`src/rtl/fp_issue_pkg.sv`:
```
// rtl/fp_issue_pkg.sv - shared constants and helpers for the FP-unit issue adapters
// Used by fp_cmp_issue and the sibling add/mul/convert issuers.
//   FP32_W          : IEEE-754 single-precision operand width
//   FP_LATENCY_DEF  : default compare-unit latency in cycles
//   FP_DEPTH_DEF    : default result FIFO depth, which is also the credit limit
//   FP_TAG_W_DEF    : default request tag width
//   ptr_w()         : FIFO pointer width for a given depth, never less than 1 bit
package fp_issue_pkg;

    localparam int FP32_W         = 32;
    localparam int FP_LATENCY_DEF = 2;
    localparam int FP_DEPTH_DEF   = 4;
    localparam int FP_TAG_W_DEF   = 8;

    function automatic int ptr_w(input int depth);
        return (depth > 1) ? $clog2(depth) : 1;
    endfunction

endpackage

```
`src/rtl/fp_cmp_issue_if.sv`:
```
// rtl/fp_cmp_issue_if.sv - request, compare-unit and result signals of the compare issuer
// Signals:
//   in_valid/in_ready/in_a/in_b/in_tag   : request channel (producer -> issuer)
//   fp_a/fp_b/fp_q                       : operands to and result from the compare unit
//   out_valid/out_ready/out_lt/out_tag   : result channel (issuer -> consumer)
//   busy                                 : any operation in flight or buffered
// Modports: slave = the issuer, master = the surrounding system.
interface fp_cmp_issue_if
    import fp_issue_pkg::*;
#(
    parameter int TAG_W = FP_TAG_W_DEF
) ();

    logic              in_valid;
    logic              in_ready;
    logic [FP32_W-1:0] in_a;
    logic [FP32_W-1:0] in_b;
    logic [TAG_W-1:0]  in_tag;
    logic [FP32_W-1:0] fp_a;
    logic [FP32_W-1:0] fp_b;
    logic              fp_q;
    logic              out_valid;
    logic              out_ready;
    logic              out_lt;
    logic [TAG_W-1:0]  out_tag;
    logic              busy;

    modport slave (
        input  in_valid, in_a, in_b, in_tag, fp_q, out_ready,
        output in_ready, fp_a, fp_b, out_valid, out_lt, out_tag, busy
    );

    modport master (
        output in_valid, in_a, in_b, in_tag, fp_q, out_ready,
        input  in_ready, fp_a, fp_b, out_valid, out_lt, out_tag, busy
    );

endinterface

```
`src/rtl/fp_result_fifo.sv`:
```
// rtl/fp_result_fifo.sv - show-ahead result FIFO with registered count
// Ports:
//   clk, rst_n        : clock, asynchronous active-low reset
//   wr_en, wr_data    : push one entry (ignored when full)
//   rd_en             : pop the head entry (ignored when empty)
//   rd_data           : head entry, valid whenever empty is low
//   empty             : no entries held
module fp_result_fifo
    import fp_issue_pkg::*;
#(
    parameter int DEPTH = FP_DEPTH_DEF,
    parameter int W     = 1 + FP_TAG_W_DEF
) (
    input  logic         clk,
    input  logic         rst_n,
    input  logic         wr_en,
    input  logic [W-1:0] wr_data,
    input  logic         rd_en,
    output logic [W-1:0] rd_data,
    output logic         empty
);

    localparam int PTR_W = ptr_w(DEPTH);
    localparam int CNT_W = $clog2(DEPTH + 1);
    localparam logic [PTR_W-1:0] LAST_PTR = PTR_W'(DEPTH - 1);
    localparam logic [CNT_W-1:0] FULL_CNT = CNT_W'(DEPTH);

    logic [W-1:0]     mem_q [DEPTH];
    logic [PTR_W-1:0] wr_ptr_q, wr_ptr_d;
    logic [PTR_W-1:0] rd_ptr_q, rd_ptr_d;
    logic [CNT_W-1:0] cnt_q, cnt_d;
    logic             do_wr, do_rd;

    assign do_wr   = wr_en && (cnt_q != FULL_CNT);
    assign do_rd   = rd_en && (cnt_q != '0);
    assign empty   = (cnt_q == '0);
    assign rd_data = mem_q[rd_ptr_q];

    // Pointers wrap explicitly so non-power-of-two depths work.
    always_comb begin
        wr_ptr_d = wr_ptr_q;
        rd_ptr_d = rd_ptr_q;
        cnt_d    = cnt_q;
        if (do_wr) wr_ptr_d = (wr_ptr_q == LAST_PTR) ? '0 : wr_ptr_q + PTR_W'(1);
        if (do_rd) rd_ptr_d = (rd_ptr_q == LAST_PTR) ? '0 : rd_ptr_q + PTR_W'(1);
        if (do_wr && !do_rd) cnt_d = cnt_q + CNT_W'(1);
        if (!do_wr && do_rd) cnt_d = cnt_q - CNT_W'(1);
    end

    // Storage is cleared on reset so the head reads as zero while empty.
    always_ff @(posedge clk or negedge rst_n) begin
        if (!rst_n) begin
            wr_ptr_q <= '0;
            rd_ptr_q <= '0;
            cnt_q    <= '0;
            for (int i = 0; i < DEPTH; i++) mem_q[i] <= '0;
        end else begin
            wr_ptr_q <= wr_ptr_d;
            rd_ptr_q <= rd_ptr_d;
            cnt_q    <= cnt_d;
            if (do_wr) mem_q[wr_ptr_q] <= wr_data;
        end
    end

    // Credits upstream must make a push into a full FIFO impossible.
    always_ff @(posedge clk) begin
        if (rst_n) assert (!(wr_en && cnt_q == FULL_CNT));
    end

endmodule

```
`src/rtl/fp_cmp_issue.sv`:
```
// rtl/fp_cmp_issue.sv - issue adapter for the fixed-latency FP less-than unit
// Ports:
//   clk     : clock
//   areset  : asynchronous active-low reset
//   bus     : fp_cmp_issue_if.slave (request, compare-unit and result signals, busy)
// Requests are passed straight to the compare unit; a {valid, tag} shadow
// pipeline of LATENCY stages marks which fp_q samples belong to accepted
// requests, and those results are buffered in a FIFO. The credit counter occ
// reserves a FIFO slot per accepted request, because the unit cannot stall.
module fp_cmp_issue
    import fp_issue_pkg::*;
#(
    parameter int LATENCY = FP_LATENCY_DEF,
    parameter int DEPTH   = FP_DEPTH_DEF,
    parameter int TAG_W   = FP_TAG_W_DEF
) (
    input  logic          clk,
    input  logic          areset,
    fp_cmp_issue_if.slave bus
);

    localparam int OCC_W = $clog2(DEPTH + 1);

    typedef struct packed {
        logic             lt;
        logic [TAG_W-1:0] tag;
    } result_t;

    logic [OCC_W-1:0] occ_q, occ_d;
    logic             issue, drain, fifo_empty;
    logic [LATENCY-1:0] sv_q;
    logic [TAG_W-1:0] st_q [LATENCY];
    result_t          wr_res, rd_res;

    // Registered occupancy only: no path from out_ready to in_ready.
    assign bus.in_ready = (occ_q < OCC_W'(DEPTH));
    assign issue        = bus.in_valid && bus.in_ready;
    assign drain        = !fifo_empty && bus.out_ready;

    assign bus.fp_a = bus.in_a;
    assign bus.fp_b = bus.in_b;

    always_comb begin
        occ_d = occ_q;
        if (issue && !drain) occ_d = occ_q + OCC_W'(1);
        if (!issue && drain) occ_d = occ_q - OCC_W'(1);
    end

    // Stage k holds the request sampled by the unit k edges ago, so the
    // last stage lines up with the unit's current fp_q.
    always_ff @(posedge clk or negedge areset) begin
        if (!areset) begin
            occ_q <= '0;
            sv_q  <= '0;
            for (int i = 0; i < LATENCY; i++) st_q[i] <= '0;
        end else begin
            occ_q   <= occ_d;
            sv_q[0] <= issue;
            st_q[0] <= bus.in_tag;
            for (int i = 1; i < LATENCY; i++) begin
                sv_q[i] <= sv_q[i-1];
                st_q[i] <= st_q[i-1];
            end
        end
    end

    assign wr_res.lt  = bus.fp_q;
    assign wr_res.tag = st_q[LATENCY-1];

    fp_result_fifo #(
        .DEPTH (DEPTH),
        .W     ($bits(result_t))
    ) u_fifo (
        .clk     (clk),
        .rst_n   (areset),
        .wr_en   (sv_q[LATENCY-1]),
        .wr_data (wr_res),
        .rd_en   (drain),
        .rd_data (rd_res),
        .empty   (fifo_empty)
    );

    assign bus.out_valid = !fifo_empty;
    assign bus.out_lt    = rd_res.lt;
    assign bus.out_tag   = rd_res.tag;
    assign bus.busy      = (occ_q != '0);

endmodule

```
`src/flat_wrapper.sv`:
```
// flat-port wrapper written by rule: the top's interface ports become plain ports
module fp_cmp_issue_flat import fp_issue_pkg::*;
#(
    parameter int LATENCY = FP_LATENCY_DEF,
    parameter int DEPTH   = FP_DEPTH_DEF,
    parameter int TAG_W   = FP_TAG_W_DEF
)
  (clk, areset, bus_in_valid, bus_in_a, bus_in_b, bus_in_tag, bus_fp_q, bus_out_ready, bus_in_ready, bus_fp_a, bus_fp_b, bus_out_valid, bus_out_lt, bus_out_tag, bus_busy);
  fp_cmp_issue_if #(.TAG_W(TAG_W)) bus_i ();
  input  logic clk;
  input  logic areset;
  input wire logic [$bits(bus_i.in_valid)-1:0] bus_in_valid;
  input wire logic [$bits(bus_i.in_a)-1:0] bus_in_a;
  input wire logic [$bits(bus_i.in_b)-1:0] bus_in_b;
  input wire logic [$bits(bus_i.in_tag)-1:0] bus_in_tag;
  input wire logic [$bits(bus_i.fp_q)-1:0] bus_fp_q;
  input wire logic [$bits(bus_i.out_ready)-1:0] bus_out_ready;
  output wire logic [$bits(bus_i.in_ready)-1:0] bus_in_ready;
  output wire logic [$bits(bus_i.fp_a)-1:0] bus_fp_a;
  output wire logic [$bits(bus_i.fp_b)-1:0] bus_fp_b;
  output wire logic [$bits(bus_i.out_valid)-1:0] bus_out_valid;
  output wire logic [$bits(bus_i.out_lt)-1:0] bus_out_lt;
  output wire logic [$bits(bus_i.out_tag)-1:0] bus_out_tag;
  output wire logic [$bits(bus_i.busy)-1:0] bus_busy;
  assign bus_i.in_valid = bus_in_valid;
  assign bus_i.in_a = bus_in_a;
  assign bus_i.in_b = bus_in_b;
  assign bus_i.in_tag = bus_in_tag;
  assign bus_i.fp_q = bus_fp_q;
  assign bus_i.out_ready = bus_out_ready;
  assign bus_in_ready = bus_i.in_ready;
  assign bus_fp_a = bus_i.fp_a;
  assign bus_fp_b = bus_i.fp_b;
  assign bus_out_valid = bus_i.out_valid;
  assign bus_out_lt = bus_i.out_lt;
  assign bus_out_tag = bus_i.out_tag;
  assign bus_busy = bus_i.busy;
  fp_cmp_issue #(.LATENCY(LATENCY), .DEPTH(DEPTH), .TAG_W(TAG_W)) u_core (.clk(clk), .areset(areset), .bus(bus_i));
endmodule
```
`config.mk`:
```
export PLATFORM = sky130hd
export DESIGN_NAME = fp_cmp_issue_flat
export DESIGN_NICKNAME = d
export VERILOG_FILES = /design/src/rtl/fp_issue_pkg.sv /design/src/rtl/fp_cmp_issue_if.sv /design/src/rtl/fp_result_fifo.sv /design/src/rtl/fp_cmp_issue.sv /design/src/flat_wrapper.sv
export SDC_FILE = /design/constraint.sdc
export NUM_CORES = 1
export LEC_CHECK = 0
export CORE_AREA = 2 2 89 91
export CTS_BUF_LIST = sky130_fd_sc_hd__clkbuf_8
export CTS_CLUSTER_DIAMETER = 200
export DETAILED_ROUTE_END_ITERATION = 7
export DIE_AREA = 0 0 91 93
export PLACE_DENSITY = 0.87
export RECOVER_POWER = 25
export SETUP_SLACK_MARGIN = 0.1
export SLEW_MARGIN = 10
export SYNTH_ARGS = -nofsm -noshare
export SYNTH_HDL_FRONTEND = slang
export SYNTH_SLANG_ARGS = --single-unit
```
`constraint.sdc`:
```
create_clock -name clk -period 2.7 [get_ports clk]
set_input_delay 0.405 -clock clk [delete_from_list [all_inputs] [get_ports clk]]
set_output_delay 0.405 -clock clk [all_outputs]
set_load 0.005 [all_outputs]
```
==> impl_results.md <==
* CTS Buf Count at 9
* Library cells used by synthesis at 20
* End-of-flow core utilization at 0.419
* Pre-CTS setup slack at 0.425 ns
* Final non-filler cell total at 303
* Initial antenna violation count at 0
* Post-CTS setup buffers at 0
* Avg Inst Size Synth at 13.6 sq um
* Cells after synthesis at 226
* Final hold vios at 0
* Input/output buffers at 24
* Ant diodes at 0
* Crit path max-delay cell type: dfrtp_2
* Final Cycle Share at 0.880
* Post-Route WL at 4770 um
* Sum of buffers and inverters on the critical path at 1
* Global route hottest layer: met2
* Initial Util at 0.409
* Ranking of synthesized cells by area: dfrtp_1 (52%), buf_4 (16%), mux2_2 (15%)
* Startpoint types: flop
* DP Cell Count at 288
* Number of synthesized flops with an enable pin at 0
* GR Layer Usage met1 at 0.142
* Req. time, crit path at 2.30 ns
* Hold buffer count at cts at 0
* Top_reg_cell synth: dfrtp_1
* Largest stage delay, worst path at 0.59 ns
* H-tree Lvls at 3
* Post-route ant nets at 0
* Detailed router's first-iteration violation count at 44
* # IOs at 153
* Crit path cell chain: mux4_2 > clkdlybuf4s50_1
* Worst rel slew slack at 0.288
* Mapped cell area at 0.00308 sq mm
* Post_cts resized at 1
* M3 GR Usage at 0.0266
* DR vias/cell at 4.75
* Area Overhead vs Synth at 2.32%
* Share of layout cells above drive strength 1 at 0.358
* Largest net degree at the start of global routing at 25
* Slew Viols, Final at 0
* Post-Syn Nets at 312
* GR Layer Usage met2 at 0.198
* Overall Power at 3.76 mW
* Worst vdd ir at 0.389 mV
* Slew @ Worst Pin at 1.07 ns
* Worst-path clk slew at 0.07 ns
* Placement Cell Area at 0.00297 sq mm
* Total die area at 0.00846 sq mm
* Max Root-Sink Buffers at 2
* FMAX at 421 MHz
* Unrepaired setup endpoints after global routing: no
* Die Wd at 91 um
* CTS root buf: clkbuf_8
* Die height at 93 um
* Total GRT Usage at 0.124
* CTS tree: built
* Status: completed
* First-pass GRT wire length at 7940 um
* Synth warn at 0
* Final nets at 283
* Cell Pwr Density at 1190 mW/mm^2
* Total core area at 0.00753 sq mm
* DP HPWL at 3340 um
* Gr ovfl total at 0
* CP Max Fanout at 12
* Critical path class: flop to output pin
* Vias at 1438
* Asr flop ratio synth at 1.00
* Setup_tns at 0 ns
* Min Tclk post-route at 2.38 ns
* Drt first pass iters at 4
* Cell taking the most area after synthesis: dfrtp_1
* Seq/Total Area, Yosys at 0.520
* Routability cong. at 0.725
* Cell Rows at 32
* Top cells by count, synth: buf_4 (64), dfrtp_1 (64), mux2_2 (40)
* Layout fillers at 710
* Clk sink count at 64
* MaxCap Viol Count at 0
* R2r setup slk at 0.54 ns
* Routed WL per cell at 15.7 um
* Hold crit path type: input pin to asynchronous set/reset pin
* Hold WS at 0.242 ns
* Fin area at 0.00315 sq mm
* Final WS setup at 0.325 ns
* CP delay by family, top: flip-flops
* Post-synthesis register bit count at 64
* Post-synth top area share at 0.520
* Clock Skew at 0.00782 ns
* Residual DRC count at 0
* CP Data Arrival Time at 1.97 ns
* Final setup violation count at 0
* CP endpoint kind: output pin
* LEAKAGE at 1.37 nW
* Vias in the first global route at 1631
* Skew-Pair Late Insertion Delay at 0.33 ns
## metal layers
metal	wire length [um]	part of all wire
met5	0	0
met4	272	0.057
met3	236	0.049
met2	2330	0.49
met1	1930	0.40
## state kept, by name (all words and copies together), names as in the netlist
name and count:
u_core.u_fifo.mem_q 36, u_core.st_q 16, u_core.occ_q 3, u_core.u_fifo.cnt_q 3
u_core.sv_q 2, u_core.u_fifo.rd_ptr_q 2, u_core.u_fifo.wr_ptr_q 2
## worst paths after layout
path	start	end	cells after the start
max reg2reg	u_core.u_fifo.cnt_q[0]	u_core.u_fifo.cnt_q[2]	8
max in group asynchronous	areset	u_core.u_fifo.rd_ptr_q[0]	2
min	areset	u_core.u_fifo.mem_q[9]	1
min reg2reg	u_core.st_q[14]	u_core.st_q[6]	0
min in group clk	u_core.st_q[14]	u_core.st_q[6]	0
max	u_core.u_fifo.rd_ptr_q[0]	bus_out_tag[3]	2
## cell usage in the layout (no fill, tap or decap), drive strengths merged
cell and instances:
clkdlybuf4s50 14, dfrtp 64, nand2 7, fa 2, buf 1, inv 12
xor2 3, xnor2 3, dlygate4sd3 9, nand3 1, mux2i 1, mux2 40
clkinv 3, clkbuf 12, bufinv 1, mux4 9, o21ai 1, ha 7
nor3b 1, nor2 8, or2b 1, or3 1
## power by group
| part | switching, mW | internal [mW] |
|---|---|---|
| Combinational | 0.462 | 0.903 |
| Sequential | 0.281 | 1.34 |
| Clock | 0.339 | 0.438 |
## final cells by class
class / instances / area [sq um] / area share
Inverter: 11 / 41.3 / 0.0131
Multi-Input combinational cell: 85 / 948 / 0.301
Clock inverter: 5 / 48.8 / 0.0155
Timing Repair Buffer: 26 / 245 / 0.0778
Clock buffer: 10 / 138 / 0.0437
Tap cell: 102 / 128 / 0.0405
Sequential cell: 64 / 1600 / 0.509
## worst reg2reg max path: cells and delay by family (launching register included)
family / cells / cell delay, ns
XOR/XNOR: 2 / 0.29
adder cells (fa/ha/maj): 2 / 0.55
buffers and inverters: 1 / 0.06
flip-flops: 1 / 0.42
AND/OR/NAND/NOR: 3 / 0.77
## cells by family after synthesis
group / count (synthesis) / synth area share
AND/OR/NAND/NOR: 19 / 0.0325
buffers and inverters: 77 / 0.172
adder cells (fa/ha/maj): 9 / 0.0414
XOR/XNOR: 6 / 0.0171
flip-flops: 64 / 0.520
multiplexers: 50 / 0.215
AO/OA/AOI/OAI: 1 / 0.00162
Note: power is estimated with default switching activity, not from simulation.
